[src/rtl/trace_pkg.sv]
// Shared trace definitions: event kinds, fixed constants and the default entry layout.
package trace_pkg;

    typedef enum logic [1:0] {
        TK_NONE   = 2'd0,
        TK_REG_WR = 2'd1,
        TK_MEM_WR = 2'd2,
        TK_MEM_RD = 2'd3
    } trace_kind_e;

    localparam int unsigned REG_IDX_W = 5;
    localparam int unsigned DROP_W    = 16;

    // Layout at default widths (AW=9, DW=32, TSW=16) for monitors that share it.
    typedef struct packed {
        trace_kind_e  kind;
        logic [8:0]   idx;
        logic [31:0]  data;
        logic [15:0]  stamp;
    } trace_entry_t;

endpackage

[src/rtl/trace_fifo2w.sv]
// Circular buffer taking up to two pushes and one pop per cycle; head is a registered copy.
module trace_fifo2w #(
    parameter int unsigned W     = 59,
    parameter int unsigned DEPTH = 16,
    parameter int unsigned CW    = $clog2(DEPTH) + 1
) (
    input  logic          clk,
    input  logic          reset,
    input  logic          push0,
    input  logic          push1,
    input  logic [W-1:0]  din0,
    input  logic [W-1:0]  din1,
    input  logic          pop,
    output logic [W-1:0]  head,
    output logic [CW-1:0] count,
    output logic [CW-1:0] free
);

    localparam int unsigned PW = $clog2(DEPTH);

    logic [W-1:0]  mem [DEPTH];
    logic [PW-1:0] wr_ptr;
    logic [PW-1:0] rd_ptr;
    logic [PW-1:0] wr_ptr1;
    logic [PW-1:0] rd_nxt;
    logic          pop_fire;
    logic [CW-1:0] count_nxt;
    logic [W-1:0]  head_nxt;

    assign pop_fire  = pop && (count != '0);
    assign free      = CW'(DEPTH) - count + CW'(pop_fire);
    assign wr_ptr1   = wr_ptr + 1'b1;
    assign rd_nxt    = rd_ptr + PW'(pop_fire);
    assign count_nxt = count + CW'(push0) + CW'(push1) - CW'(pop_fire);

    always_ff @(posedge clk) begin
        if (push0) mem[wr_ptr]  <= din0;
        if (push1) mem[wr_ptr1] <= din1;
    end

    // An entry written this edge into the slot that becomes head must bypass storage.
    always_comb begin
        head_nxt = '0;
        if (count_nxt != '0) begin
            if (push0 && (rd_nxt == wr_ptr))
                head_nxt = din0;
            else if (push1 && (rd_nxt == wr_ptr1))
                head_nxt = din1;
            else
                head_nxt = mem[rd_nxt];
        end
    end

    always_ff @(posedge clk or posedge reset) begin
        if (reset) begin
            wr_ptr <= '0;
            rd_ptr <= '0;
            count  <= '0;
            head   <= '0;
        end else begin
            wr_ptr <= wr_ptr + PW'(push0) + PW'(push1);
            rd_ptr <= rd_nxt;
            count  <= count_nxt;
            head   <= head_nxt;
        end
    end

endmodule

[src/rtl/trace_capture.sv]
// Timestamped recorder of register writes and memory accesses, drained by valid/ready.
// Optional address window on memory events: define TRACE_ADDR_FILTER_EN.
module trace_capture
    import trace_pkg::*;
#(
    parameter int unsigned DW    = 32,
    parameter int unsigned AW    = 9,
    parameter int unsigned DEPTH = 16,
    parameter int unsigned TSW   = 16
`ifdef TRACE_ADDR_FILTER_EN
    ,
    parameter int unsigned FLT_LO = 0,
    parameter int unsigned FLT_HI = (1 << AW) - 1
`endif
) (
    input  logic                     clk,
    input  logic                     reset,
    input  logic                     en,
    input  logic                     reg_write_sig,
    input  logic [REG_IDX_W-1:0]     reg_num,
    input  logic [DW-1:0]            reg_data,
    input  logic                     wr,
    input  logic                     rd,
    input  logic [AW-1:0]            addr,
    input  logic [DW-1:0]            wr_data,
    input  logic [DW-1:0]            rd_data,
    output logic                     out_valid,
    input  logic                     out_ready,
    output logic [1:0]               out_kind,
    output logic [AW-1:0]            out_idx,
    output logic [DW-1:0]            out_data,
    output logic [TSW-1:0]           out_stamp,
    output logic [$clog2(DEPTH):0]   count,
    output logic [DROP_W-1:0]        drop_cnt,
    output logic                     proto_err
);

    localparam int unsigned CW = $clog2(DEPTH) + 1;
    localparam int unsigned EW = 2 + AW + DW + TSW;

    logic [TSW-1:0]  stamp;
    logic            in_range;
    logic            reg_ev;
    logic            mem_ev;
    trace_kind_e     mem_kind;
    logic [EW-1:0]   reg_ent;
    logic [EW-1:0]   mem_ent;
    logic [EW-1:0]   din0;
    logic [EW-1:0]   din1;
    logic            push0;
    logic            push1;
    logic [1:0]      n_drop;
    logic [CW-1:0]   free;
    logic [EW-1:0]   head;
    logic [DROP_W:0] drop_sum;

`ifdef TRACE_ADDR_FILTER_EN
    assign in_range = (32'(addr) >= FLT_LO) && (32'(addr) <= FLT_HI);
`else
    assign in_range = 1'b1;
`endif

    assign reg_ev   = en && reg_write_sig;
    assign mem_ev   = en && (wr ^ rd) && in_range;
    assign mem_kind = wr ? TK_MEM_WR : TK_MEM_RD;
    assign reg_ent  = {TK_REG_WR, AW'(reg_num), reg_data, stamp};
    assign mem_ent  = {mem_kind, addr, (wr ? wr_data : rd_data), stamp};

    // Register event always takes the first free slot; memory event the next.
    always_comb begin
        push0  = 1'b0;
        push1  = 1'b0;
        din0   = reg_ent;
        din1   = mem_ent;
        n_drop = 2'd0;
        if (reg_ev && mem_ev) begin
            push0  = (free != '0);
            push1  = (free > CW'(1));
            n_drop = 2'd2 - {1'b0, push0} - {1'b0, push1};
        end else if (reg_ev || mem_ev) begin
            if (mem_ev) din0 = mem_ent;
            push0  = (free != '0);
            n_drop = {1'b0, ~push0};
        end
    end

    assign drop_sum = {1'b0, drop_cnt} + (DROP_W + 1)'(n_drop);

    always_ff @(posedge clk or posedge reset) begin
        if (reset) begin
            stamp     <= '0;
            drop_cnt  <= '0;
            proto_err <= 1'b0;
        end else begin
            stamp    <= stamp + 1'b1;
            drop_cnt <= drop_sum[DROP_W] ? '1 : drop_sum[DROP_W-1:0];
            if (en && wr && rd) proto_err <= 1'b1;
        end
    end

    trace_fifo2w #(
        .W     (EW),
        .DEPTH (DEPTH),
        .CW    (CW)
    ) u_fifo (
        .clk   (clk),
        .reset (reset),
        .push0 (push0),
        .push1 (push1),
        .din0  (din0),
        .din1  (din1),
        .pop   (out_ready),
        .head  (head),
        .count (count),
        .free  (free)
    );

    assign out_valid = (count != '0);
    assign out_kind  = head[EW-1 -: 2];
    assign out_idx   = head[DW+TSW +: AW];
    assign out_data  = head[TSW +: DW];
    assign out_stamp = head[TSW-1:0];

endmodule

[config.mk]
export PLATFORM = sky130hd
export DESIGN_NAME = trace_capture
export DESIGN_NICKNAME = d
export VERILOG_FILES = /design/src/rtl/trace_pkg.sv /design/src/rtl/trace_fifo2w.sv /design/src/rtl/trace_capture.sv
export SDC_FILE = /design/constraint.sdc
export NUM_CORES = 2
export LEC_CHECK = 0
export CAP_MARGIN = 15
export CELL_PAD_IN_SITES_DETAIL_PLACEMENT = 2
export CELL_PAD_IN_SITES_GLOBAL_PLACEMENT = 2
export CORE_MARGIN = 2
export CORE_UTILIZATION = 25
export DETAILED_ROUTE_END_ITERATION = 12
export MAX_ROUTING_LAYER = met4
export PLACE_DENSITY_LB_ADDON = 0.1
export SLEW_MARGIN = 10
export SYNTH_ARGS = -nofsm -noshare
export SYNTH_HDL_FRONTEND = slang
export SYNTH_HIERARCHICAL = 1
export SYNTH_SLANG_ARGS = --single-unit
[constraint.sdc]
create_clock -name clk -period 12.6 [get_ports clk]
set_input_delay 3.15 -clock clk [delete_from_list [all_inputs] [get_ports clk]]
set_output_delay 3.15 -clock clk [all_outputs]
set_load 0.02 [all_outputs]
==> out/metrics.csv <==
stage,metric,value,unit
yosys,synth.yosys.seq_area_share,57.0,%
global_routing,grt_pass1_vias,35500,
yosys,postSynthCellCount,3517,
finish,mostFrequentLayoutCells,"990 x mux2_2, 944 x edfxtp_1, 329 x nand2_1",
floorplanning,top_level_ports,199,
sta,final-max-slew-violation-count,0,
clocking,numCtsBuffers,138,
sta,tns,0,ps
clocking,cts.path.max_buffers,3,
setup_path,critical_path.endpoint_type,register,
run_status,run_status,completed,
sta,slew_headroom,24.0,%
setup_path,timing.critical_path.arrival,8490,ps
yosys,synthesis.yosys.warnings,6,
route,drc_errors,0,
floorplanning,die_height,470,µm
worst_hold_path,whs_path_depth,1,
worst_hold_path,min_delay_worst_endpoint,proto_err$_DFFE_PP0P_,
placed_design,buffer_ports.inserted,198,
yosys,synth_async_sr_flop_share,10.0,%
sta,fin_crit,7920,ps
route,detail_route.iter0.violations,1725,
setup_path,timing.rr.start,u_fifo/count[2]$_DFF_PP0_,
setup_path,crit_path_max_fanout,39,
global_routing,grt_antenna_before_repair,9,
floorplanning,die_width,470,µm
route,routed_via_density,4.92,
clocking,clkLatencyLatePin,790,ps
yosys,dominantRegCellSynth,edfxtp_1,
setup_path,timing.critical_path.from,out_ready,
global_routing,grt_overflow,0,
setup_path,crit_path_frequent_cell,inv_1,
floorplanning,initial_core_util,25.1,%
route,dr_total_vias,32400,
sta,final_period_util,62.9,%
sta,setup_viol_count_final,0,
yosys,synth_area,54400,µm²
yosys,synth_compound_gate_area_share,2.48,%
setup_path,timing.critical_path.slowest_cell_delay,780,ps
clocking,clock_sink_count,1049,
finish,most_frequent_standard_cell_in_the_layout_excluding_fill_and_tap_cells,mux2_2,
yosys,average_footprint_of_a_synthesized_cell,15.5,µm²
floorplanning,core_area,217000,µm²
worst_hold_path,timing.hold.worst.start,proto_err$_DFFE_PP0P_,
route,routed_wirelength,209,mm
yosys,simple_gate_share_of_the_synthesized_area,4.73,%
setup_path,crit_required,13170,ps
clocking,post_cts_resize_count,0,
pwr,power.leakage,20.9,nW
sta,max_freq,126,MHz
clocking,cts-hold-fix-buffers,0,
sta,rsz0062_at_grt,no,
yosys,ys_seq_elements,1049,
floorplanning,die_area,221000,µm²
worst_hold_path,worstHoldPathType,register to register,
sta,clock-skew-final,31.7,ps
floorplanning,core.rowCount,171,
route,final_ant_viol_nets,0,
global_routing,grt.total_usage,19.2,%
setup_path,r2r_end,u_fifo/head[42]$_DFF_PP0_,
sta,worst-slew-pin-transition,1140,ps
route,detail_route.first_pass.iterations,5,
setup_path,reg2regPathDepth,24,
yosys,post_synthesis_adder_cell_area_fraction,0.608,%
yosys,synth_enable_flop_cells,944,
global_routing,largest_net_degree_at_the_start_of_global_routing,115,
route,routed_wire_length_per_instance,31.7,µm
setup_path,worst-setup-path-type,input port to register,
finish,layout.nets,3742,
setup_path,timing.critical_path.slowest_stage_cell,buf_4,
finish,post_route_cells_drive_above_1_share,43.1,%
pwr,power-per-cell-area,224,nW/µm²
setup_path,setup.worst_path.start_class,input port,
global_routing,grt_first_pass_wirelength,292,mm
placed_design,dp_worst_setup_slack,3830,ps
placed_design,gpl.final_weighted_congestion,0.699,
yosys,synth_largest_type_area_fraction,52.2,%
yosys,synth_xor_xnor_area_share,0.854,%
yosys,yosys.area.top_type,edfxtp_1,
setup_path,worst-r2r-setup-slack,6320,ps
clocking,cts_htree_levels,4,
clocking,cts.repair_timing.setup_buffer_count,0,
sta,timing.final.hold_violations,0,
yosys,yosys.cell_types.count,58,
flow_run,maxCapViolations,0,
clocking,cts.reportedPaths.clkPinSlew,60,ps
yosys,synthTopCellsByArea,"edfxtp_1 52%, mux2_2 21%, mux4_2 9.8%",
clocking,tritoncts,done,
clocking,clk_root_buffer_cell,clkbuf_16,
setup_path,worstPathCellList,clkdlybuf4s50_1 > o41ai_1 > ha_1 > inv_1 > ha_1 > nand2_1 > xnor2_1 > nor4_1 > nor2b_1 > nor2_1 > inv_1 > ha_1 > inv_1 > fa_1 > inv_1 > fa_1 > o21bai_1 > a21oi_1 > xnor2_1 > nor4_4 > buf_4 > buf_4 > a311oi_1,
finish,areaGrowthSynthToFinish,17.8,%
placed_design,post-dp-hpwl,113,mm
pwr,peakVddDrop,0.000279,V
yosys,synth_top_family_by_area,multiplexers,
sta,post-route-worst-setup-slack,4680,ps
yosys,synth.mux.area_fraction,30.9,%
## cell type report
type | instances | area (µm²)
inverter | 31 | 136
clock buffer | 202 | 3960
antenna | 5 | 12.5
timing repair buffer | 301 | 2880
sequential | 1049 | 31000
multi-input combinational | 2080 | 22000
fill | 22300 | 153000
clock inverter | 50 | 485
tap | 2854 | 3570
## cells in the mapped netlist (2+ instances only)
master,instances
a21oi_1,6
a311oi_1,60
and2_1,5
and3_1,4
buf_1,31
buf_12,2
buf_2,119
buf_4,19
buf_6,11
clkbuf_1,179
clkbuf_2,2
dfrtp_1,105
edfxtp_1,944
fa_1,4
ha_1,20
inv_1,30
mux2_1,5
mux2_2,990
mux2_4,20
mux4_2,236
nand2_1,329
nand2b_1,9
nand3_1,140
nand4_1,5
nor2_1,72
nor2_2,13
nor2b_1,4
nor3_1,8
nor3b_1,2
nor4_1,2
o21ai_0,7
o21bai_1,2
o221ai_1,50
o221ai_2,9
o22ai_1,12
or2_1,2
xnor2_1,29
xnor2_2,2
xor2_1,8
xor2_2,2
## state kept, by name (all words and copies together) (netlist names)
| signal | count |
|---|---|
| u_fifo/count | 5 |
| u_fifo/wr_ptr | 4 |
| stamp | 16 |
| u_fifo/rd_ptr | 4 |
| proto_err | 1 |
| drop_cnt | 16 |
| u_fifo/mem | 944 |
| u_fifo/head | 59 |
## stage by stage
step | hold slack (ps) | instances | total power, mW | utilization, % | area (µm²)
floorplan | 476 | 3524 | 8.20 | - | 54400
global placement | 455 | 6312 | 10.6 | 27.4 | 59500
detailed placement | 462 | 6313 | 10.6 | 27.4 | 59500
CTS | 474 | 6565 | 14.7 | 29.5 | 63900
global route | 511 | 6572 | 15.1 | 29.5 | 64000
finish | 465 | 6572 | 14.4 | 29.5 | 64000
## report_power, final
| group | leakage, nW | switching (mW) | internal (mW) |
|---|---|---|---|
| Clock | 2.16 | 1.61 | 2.34 |
| Combinational | 9.14 | 3.65 | 2.16 |
| Sequential | 9.58 | 0.243 | 4.36 |
| Total | 20.9 | 5.50 | 8.85 |
## per-layer routing
| metal | up-vias | GRT usage, % | wire length [µm] |
|---|---|---|---|
| met1 | 17700 | 25.4 | 97100 |
| met2 | 553 | 31.7 | 102000 |
| met4 | 0 | 3.94 | 3670 |
| met3 | 236 | 2.26 | 5440 |
| met5 | - | - | 0 |
| li1 | 13900 | - | - |
## worst max-delay path, delay by kind of cell
family                     cells  cell delay, ps
adders and majority gates      5            1240
xor gates and xnor gates       2             310
and+or+nand+nor                5            1270
buffers and inverters          7            1990
AOI/OAI and AO/OA              4             460
## worst max-delay path by stage
| stage | endpoint | slack, ps |
|---|---|---|
| floorplan | u_fifo/mem[8][0]$_DFFE_PP_ | 3380 |
| global placement | u_fifo/head[41]$_DFF_PP0_ | 3910 |
| detailed placement | u_fifo/head[41]$_DFF_PP0_ | 3830 |
| CTS | u_fifo/head[42]$_DFF_PP0_ | 4660 |
| global route | u_fifo/head[53]$_DFF_PP0_ | 4240 |
| finish | u_fifo/head[42]$_DFF_PP0_ | 4680 |
## cells by family (layout without fill, tap and decap cells)
group	after synthesis	after routing
mux	1251	1251
flops	1049	1049
simple gates	599	599
buf+inv	395	584
compound gates	154	154
xor+xnor	44	44
fa+ha+maj	24	24
other cells	1	13
No activity file was read; power rests on OpenSTA's default activity.
